===== config.mk =====
export PLATFORM = sky130hd
export DESIGN_NAME = multi_queue_scheduler
export DESIGN_NICKNAME = d
export VERILOG_FILES = /design/src/rtl/multi_queue_scheduler.sv
export SDC_FILE = /design/constraint.sdc
export NUM_CORES = 1
export LEC_CHECK = 0
export ABC_AREA = 1
export BUFFER_PORTS_ARGS = -buffer_cell sky130_fd_sc_hd__buf_2
export CORE_UTILIZATION = 65
export CTS_CLUSTER_DIAMETER = 60
export CTS_CLUSTER_SIZE = 28
export DETAILED_ROUTE_END_ITERATION = 8
export GPL_ROUTABILITY_DRIVEN = 0
export PLACE_DENSITY = 0.86
export SYNTH_ARGS = -nofsm -noshare
export SYNTH_HDL_FRONTEND = slang
export SYNTH_SLANG_ARGS = --single-unit

===== constraint.sdc =====
create_clock -name clk -period 9.3 [get_ports clk]
set_input_delay 1.86 -clock clk [delete_from_list [all_inputs] [get_ports clk]]
set_output_delay 1.86 -clock clk [all_outputs]
set_load 0.02 [all_outputs]

===== src/rtl/multi_queue_scheduler.sv =====
// Multi-channel FIFO scheduler: N_CH independent queues drained one entry per
// service tick, choosing the channel by occupancy (latency), round-robin
// (reliability) or an occupancy-threshold blend of the two (auto).
module multi_queue_scheduler #(
  parameter int unsigned N_CH     = 4,
  parameter int unsigned DEPTH    = 6,
  parameter int unsigned DATA_W   = 2,
  parameter int unsigned TICK_DIV = 4,
  parameter int unsigned THRESH   = 3,
  localparam int unsigned CW      = $clog2(N_CH),
  localparam int unsigned OW      = $clog2(DEPTH + 1)
) (
  input  logic                   clk,
  input  logic                   rst,
  input  logic [N_CH-1:0]        push_valid,
  input  logic [N_CH*DATA_W-1:0] push_data,
  output logic [N_CH-1:0]        push_ready,
  input  logic [1:0]             mode_sel,
  output logic                   out_valid,
  output logic [DATA_W-1:0]      out_data,
  output logic [CW-1:0]          out_chan,
  output logic                   mode_active,
  output logic [N_CH*OW-1:0]     occupancy,
  output logic [7:0]             drop_cnt
);

  localparam int unsigned PW = $clog2(DEPTH);
  localparam int unsigned TW = (TICK_DIV > 1) ? $clog2(TICK_DIV) : 1;

  logic [DATA_W-1:0] mem_q [N_CH][DEPTH];

  logic [OW-1:0] occ_q    [N_CH];
  logic [OW-1:0] occ_d    [N_CH];
  logic [PW-1:0] rd_ptr_q [N_CH];
  logic [PW-1:0] rd_ptr_d [N_CH];
  logic [PW-1:0] wr_ptr_q [N_CH];
  logic [PW-1:0] wr_ptr_d [N_CH];

  logic [TW-1:0]     tick_cnt_q, tick_cnt_d;
  logic [CW-1:0]     rr_ptr_q, rr_ptr_d;
  logic              out_valid_q, out_valid_d;
  logic [DATA_W-1:0] out_data_q, out_data_d;
  logic [CW-1:0]     out_chan_q, out_chan_d;
  logic              mode_active_q, mode_active_d;
  logic [7:0]        drop_cnt_q, drop_cnt_d;

  logic              tick;
  logic [OW-1:0]     max_occ;
  logic [CW-1:0]     lat_idx;
  logic [CW-1:0]     rr_idx;
  logic              rr_found;
  int unsigned       rr_probe;
  logic              use_lat;
  logic              grant;
  logic [CW-1:0]     grant_idx;
  logic [N_CH-1:0]   push_acc;
  logic [N_CH-1:0]   pop;
  logic [31:0]       drop_sum;

  // Service tick divider: tick fires in the last cycle of each TICK_DIV window.
  always_comb begin
    tick       = (tick_cnt_q == TW'(TICK_DIV - 1));
    tick_cnt_d = tick ? '0 : tick_cnt_q + 1'b1;
  end

  // Largest occupancy; strict compare keeps the lowest index on ties.
  always_comb begin
    max_occ = '0;
    lat_idx = '0;
    for (int unsigned k = 0; k < N_CH; k++) begin
      if (occ_q[k] > max_occ) begin
        max_occ = occ_q[k];
        lat_idx = CW'(k);
      end
    end
  end

  // First non-empty channel strictly after the round-robin pointer, wrapping.
  always_comb begin
    rr_idx   = '0;
    rr_found = 1'b0;
    rr_probe = 0;
    for (int unsigned i = 1; i <= N_CH; i++) begin
      rr_probe = (32'(rr_ptr_q) + i) % N_CH;
      if (!rr_found && (occ_q[rr_probe] != '0)) begin
        rr_found = 1'b1;
        rr_idx   = CW'(rr_probe);
      end
    end
  end

  // Mode resolution, grant decode and per-channel push acceptance.
  always_comb begin
    use_lat   = (mode_sel == 2'b00) || (mode_sel[1] && (32'(max_occ) >= THRESH));
    grant     = tick && (max_occ != '0);
    grant_idx = use_lat ? lat_idx : rr_idx;
    push_ready = '0;
    push_acc   = '0;
    pop        = '0;
    for (int unsigned k = 0; k < N_CH; k++) begin
      push_ready[k] = (occ_q[k] != OW'(DEPTH));
      push_acc[k]   = push_valid[k] && push_ready[k];
      pop[k]        = grant && (grant_idx == CW'(k));
    end
  end

  // FIFO pointer/occupancy next state; pointers wrap at DEPTH, not a power of 2.
  always_comb begin
    for (int unsigned k = 0; k < N_CH; k++) begin
      occ_d[k]    = occ_q[k] + OW'(push_acc[k]) - OW'(pop[k]);
      rd_ptr_d[k] = rd_ptr_q[k];
      wr_ptr_d[k] = wr_ptr_q[k];
      if (pop[k]) begin
        rd_ptr_d[k] = (rd_ptr_q[k] == PW'(DEPTH - 1)) ? '0 : rd_ptr_q[k] + 1'b1;
      end
      if (push_acc[k]) begin
        wr_ptr_d[k] = (wr_ptr_q[k] == PW'(DEPTH - 1)) ? '0 : wr_ptr_q[k] + 1'b1;
      end
    end
  end

  // Output, arbitration state and saturating drop counter next state.
  always_comb begin
    out_valid_d   = grant;
    out_data_d    = out_data_q;
    out_chan_d    = out_chan_q;
    mode_active_d = mode_active_q;
    rr_ptr_d      = rr_ptr_q;
    if (grant) begin
      out_data_d    = mem_q[grant_idx][rd_ptr_q[grant_idx]];
      out_chan_d    = grant_idx;
      mode_active_d = ~use_lat;
      rr_ptr_d      = grant_idx;
    end
    drop_sum = 32'(drop_cnt_q);
    for (int unsigned k = 0; k < N_CH; k++) begin
      drop_sum = drop_sum + 32'(push_valid[k] && !push_ready[k]);
    end
    drop_cnt_d = (drop_sum > 32'd255) ? 8'hff : drop_sum[7:0];
  end

  // Control state register with synchronous reset.
  always_ff @(posedge clk) begin
    if (rst) begin
      tick_cnt_q    <= '0;
      rr_ptr_q      <= CW'(N_CH - 1);
      out_valid_q   <= 1'b0;
      out_data_q    <= '0;
      out_chan_q    <= '0;
      mode_active_q <= 1'b0;
      drop_cnt_q    <= '0;
      for (int unsigned k = 0; k < N_CH; k++) begin
        occ_q[k]    <= '0;
        rd_ptr_q[k] <= '0;
        wr_ptr_q[k] <= '0;
      end
    end else begin
      tick_cnt_q    <= tick_cnt_d;
      rr_ptr_q      <= rr_ptr_d;
      out_valid_q   <= out_valid_d;
      out_data_q    <= out_data_d;
      out_chan_q    <= out_chan_d;
      mode_active_q <= mode_active_d;
      drop_cnt_q    <= drop_cnt_d;
      for (int unsigned k = 0; k < N_CH; k++) begin
        occ_q[k]    <= occ_d[k];
        rd_ptr_q[k] <= rd_ptr_d[k];
        wr_ptr_q[k] <= wr_ptr_d[k];
      end
    end
  end

  // Payload storage; contents are don't-care until pointed at, so no reset.
  always_ff @(posedge clk) begin
    for (int unsigned k = 0; k < N_CH; k++) begin
      if (push_acc[k] && !rst) begin
        mem_q[k][wr_ptr_q[k]] <= push_data[k*DATA_W +: DATA_W];
      end
    end
  end

  // Flatten per-channel occupancy onto the output bus.
  always_comb begin
    occupancy = '0;
    for (int unsigned k = 0; k < N_CH; k++) begin
      occupancy[k*OW +: OW] = occ_q[k];
    end
  end

  assign out_valid   = out_valid_q;
  assign out_data    = out_data_q;
  assign out_chan    = out_chan_q;
  assign mode_active = mode_active_q;
  assign drop_cnt    = drop_cnt_q;

endmodule


* Word-level counts from Yosys, hierarchy flattened
Memories as Yosys holds them, arrays and structs flattened.
Cells that the tools add are included.
** Word-level totals
- Register bits after elaboration :: 18
- Bits in writable memories :: 84
- Input port bits :: 16
- Output and inout port bits :: 30
- Memories :: 4
** Memories
- mem_q :: depth 4, width 12, read ports 1, clocked after Yosys merged registers in 0, write ports 4, RTL line 30 : logic [DATA_W-1:0] mem_q [N_CH][DEPTH];
- occ_q :: depth 4, width 3, read ports 8, clocked after Yosys merged registers in 0, write ports 4, RTL line 32 : logic [OW-1:0] occ_q [N_CH];
- rd_ptr_q :: depth 4, width 3, read ports 5, clocked after Yosys merged registers in 0, write ports 4, RTL line 34 : logic [PW-1:0] rd_ptr_q [N_CH];
- wr_ptr_q :: depth 4, width 3, read ports 4, clocked after Yosys merged registers in 0, write ports 4, RTL line 36 : logic [PW-1:0] wr_ptr_q [N_CH];
** Cells by class
- Add/sub/neg operators :: 25
- $lt $le $gt $ge :: 15
- Equality and inequality tests :: 16
- Muxes and demuxes :: 66
- Bitwise operators :: 18
- Reductions and logical operators :: 42
** Operators by type and width (number)
- two-way mux 3 bit :: 32
- two-way mux 12 bit :: 4
- two-way mux 2 bit :: 13
- logical AND 1 bit :: 25
- adder 3 x 1 -> 3 bit, second input constant :: 8
- demux 2 bit (select 3 bit) :: 4
- == test 3 bit, second input constant :: 8
- >= comparator 4 bit, second input constant :: 5
- inverter 3 -> 4 bit :: 5
- less-than comparator 4 x 1 -> 1 bit, second input constant :: 4
- nonzero test 3 bit :: 5
- adder 11 x 1 -> 12 bit :: 1
- adder 3 x 1 -> 3 bit :: 4
- greater-than comparator 12 x 8 -> 1 bit, second input constant :: 1
- != test 3 bit, second input constant :: 4
- bitwise OR 1 bit :: 12
- subtractor 3 x 1 -> 3 bit :: 4
- adder 10 x 1 -> 11 bit :: 1
- two-way mux 1 bit :: 11
- adder 9 x 1 -> 10 bit :: 1
- adder 8 x 1 -> 9 bit :: 1
- greater-than comparator 3 bit :: 3
- logical NOT 1 bit :: 8
- two-way mux 8 bit :: 1
- other kinds (11) :: 17

* Depth between registers and ports, before layout
An unclocked memory read counts as a cell.
- Word-level depth :: 19
- Gate-level depth with buffers :: 39
- Depth with buffers taken out :: 38

* Worst setup path after synthesis
OpenSTA, ideal clock, no wires.
- Path type :: reg2reg
- From :: memory occ_q[0][2] (netlist name)
- To :: memory occ_q[1][2] (netlist name)
- Setup time :: 0.137 ns
- Arrival :: 5.024 ns
- Required time :: 9.163 ns
- Slack :: 4.139 ns
- Cell stages (with the launch flop) :: 38
- Buffers on the path :: 1
- Clock period less this slack :: 5.161 ns
- Cells stage by stage :: dfxtp_1 > inv_1 > ha_1 > a21oi_2 > nand2_2 > nand2_2 > nand2_1 > and2_1 > ha_1 > nand2_1 > o21ai_2 > nand2_2 > clkinv_1 > nand2_1 > and2_1 > ha_1 > inv_1 > o21ai_2 > [... 2 more ...] > nand2_1 > nor2_1 > nand2_2 > nand2_4 > nand2_2 > nand2_4 > buf_2 > nor2_1 > nand2_1 > inv_1 > ha_1 > inv_1 > ha_1 > inv_1 > fa_1 > xor2_1 > o21ai_0 > a21oi_1
** RTL lines (RTL line)
- start, declared :: 32

==> impl_metrics.py <==
metrics = {
    "synth": {
        "ys_seq_elements": 104,
        "yosysTopAreaCellShare": 0.2621,
        "synthCells": 671,
        "yosys-top-cells-count": "150 x nand2_1, 111 x inv_1, 87 x nand3_1",
        "yosysMostFrequentCell": "nand2_1",
        "yosysTopAreaCell": "edfxtp_1",
        "syn_nets": 713,
        "synth-edff-count": 48,
        "async_flop_share": 0,
        "yosysWarnings": 0,
        "yosysSeqAreaShare": 0.4660,
        "synth_area_per_cell_um2": 8.195,
        "ys_top_cells_by_area": "edfxtp_1 26%, dfxtp_1 20%, nand2_1 10%",
        "synth_ff_type": "dfxtp_1",
        "netlist_area_um2": 5499,
        "ys_types": 42,
    },
    "critical_path": {
        "endpoint_kind": "flip-flop",
        "critical_path_class": "flip-flop to flip-flop",
        "r2r-end": "occ_q[1][2]",
        "critPathCapture": "occ_q[1][2]",
        "startpoint": "occ_q[0][2]",
        "required_ns": 9.60,
        "reg2regPathDepth": 35,
        "rrSetupSlack_ns": 3.28,
        "critPathMaxStageDelay_ns": 0.43,
        "cp_num_cells": 35,
        "critPathBufInv": 7,
        "critPathArrivalTime_ns": 6.32,
        "worstSetupStartpointType": "flip-flop",
        "crit_family": "simple AND/OR/NAND/NOR gates",
        "r2r_start": "occ_q[0][2]",
        "slowest_stage": "dfxtp_1",
        "cp_max_fo": 24,
    },
    "layout": {
        "n_antenna_cell": 0,
        "num-nets-final": 757,
        "nFillCells": 593,
        "regArea_um2": 2562,
        "drive_gt1_frac": 0.1361,
        "stdcell_count": 825,
        "syn_to_final_growth_pct": 8.919,
        "multiInputGateArea_um2": 2405,
    },
    "timing": {
        "setup_violations": 0,
        "min_period_ns": 6.019,
        "fin_skew_ns": 0.01387,
        "min_period_over_period": 0.6472,
        "setup_tns_ns": 0,
        "finalHoldViolCount": 0,
        "grt_setup_unrepaired": "false",
        "slew_viol_final": 0,
        "max-slew-margin-rel": 0.4963,
        "worst_pin_slew_ns": 0.7492,
        "fmax_mhz": 166.1,
    },
    "cts": {
        "cts_setup_buffers": 0,
        "clock-root-buffer": "clkbuf_8",
        "cts_tree": "done",
        "hold_buffers": 0,
        "clkSinkCount": 104,
        "cts_buffers": 9,
        "cts.repair.resized": 0,
        "htreeDepth": 3,
        "clockBufferDepth": 2,
        "path_clk_slew_ns": 0.10,
        "insertion_delay_ns": 0.37,
    },
    "min_path": {
        "hold_path_class": "flip-flop to flip-flop",
    },
    "drt": {
        "post_drt_wl_per_cell_um": 15.02,
        "drt_iter0_drc": 383,
        "viasPerCell": 5.685,
        "ant_nets": 0,
        "route.detailed.drc": 0,
        "drt_wl_total_um": 12390,
        "via_count": 4690,
        "first_pass_iters": 5,
    },
    "global_routing": {
        "grt_pass1_vias": 4302,
        "gr-total-overflow": 0,
        "grt_max_degree": 25,
        "grt_pass1_wl_um": 20130,
        "grt_antenna_before_repair": 0,
        "track_usage": 0.2969,
    },
    "status": {
        "status": "finished clean",
    },
    "placement": {
        "dp_hpwl_um": 9093,
        "port_buffers": 45,
        "dp_cells": 809,
    },
    "floorplan": {
        "fp.dieH_um": 93.98,
        "start_util": 0.6693,
        "die_x_um": 93.98,
        "fp.dieArea_um2": 8832,
        "core_region_area_um2": 8217,
        "rows": 33,
        "io_pins": 46,
    },
    "job": {
        "drv_cap": 0,
    },
}
-- metal layers --
layer	up-vias	routed length, µm	GRT usage
li1	2295	-	-
met1	2162	5339	0.3788
met2	196	5885	0.4933
met3	37	761	0.05987
met4	0	403	0.1192
met5	-	0	0
-- flip-flops by register name (all words and copies together), names as in the netlist, named ones only --
signal / count
mem_q: 48
occ_q: 12
rd_ptr_q: 12
wr_ptr_q: 12
drop_cnt: 8
out_chan: 2
out_data: 2
rr_ptr_q: 2
tick_cnt_q: 2
mode_active: 1
out_valid: 1
-- how the worst min path moves through the flow --
stage / from / end / slack [ns] / cells past startpoint
2_1_floorplan: tick_cnt_q[0] / tick_cnt_q[0] / 0.40 / 1
3_3_place_gp: tick_cnt_q[0] / tick_cnt_q[0] / 0.41 / 1
3_5_place_dp: tick_cnt_q[0] / tick_cnt_q[0] / 0.42 / 1
4_1_cts: tick_cnt_q[0] / tick_cnt_q[0] / 0.44 / 1
5_1_grt: tick_cnt_q[0] / tick_cnt_q[0] / 0.46 / 1
6_report: tick_cnt_q[0] / tick_cnt_q[0] / 0.43 / 1
-- final cells by class --
cell class / instances / area share
tap: 105 / 0.02193
sequential: 104 / 0.4278
clock inverter: 5 / 0.01065
multi-input combinational: 437 / 0.4015
clock buffer: 11 / 0.02361
inverter: 117 / 0.07562
timing repair buffer: 46 / 0.03886
-- layout by cell type (no fill, tap or decap), drive strengths merged, types with 2 or more instances in the layout --
cell type  count
xnor2          3
clkbuf        11
nor4          16
nor2          44
xor2           4
o21ai         31
a21oi         26
nand4          5
and2           2
nor3           6
edfxtp        48
a31oi          2
inv          116
dfxtp         56
o211ai         4
buf           46
fa             7
o22ai          8
ha            19
clkinv         3
a211oi         2
bufinv         2
nand2        164
nand3         89
-- through the flow --
step	util	setup slack [ns]	cell area, µm²	hold slack, ns
2_1_floorplan	-	4.139	5499	0.3977
5_1_grt	0.7289	2.789	5989	0.4603
4_1_cts	0.7289	3.369	5989	0.4383
3_5_place_dp	0.7040	3.505	5784	0.4245
6_report	0.7289	3.281	5989	0.4324
3_3_place_gp	0.7040	3.819	5784	0.4065
-- kinds of logic after synthesis --
| group | Yosys count | synth area share |
|---|---|---|
| AND/OR/NAND/NOR | 329 | 0.2767 |
| buffers and inverters | 130 | 0.09670 |
| flip-flops | 104 | 0.4660 |
| AO/OA/AOI/OAI | 74 | 0.07895 |
| adder cells (fa/ha/maj) | 26 | 0.06871 |
| XOR/XNOR | 7 | 0.01115 |
| multiplexers | 1 | 0.001820 |
Power is left out: the tool's default activity adds up to more than one toggle a clock period on the data nets, which glitch-free logic cannot reach.
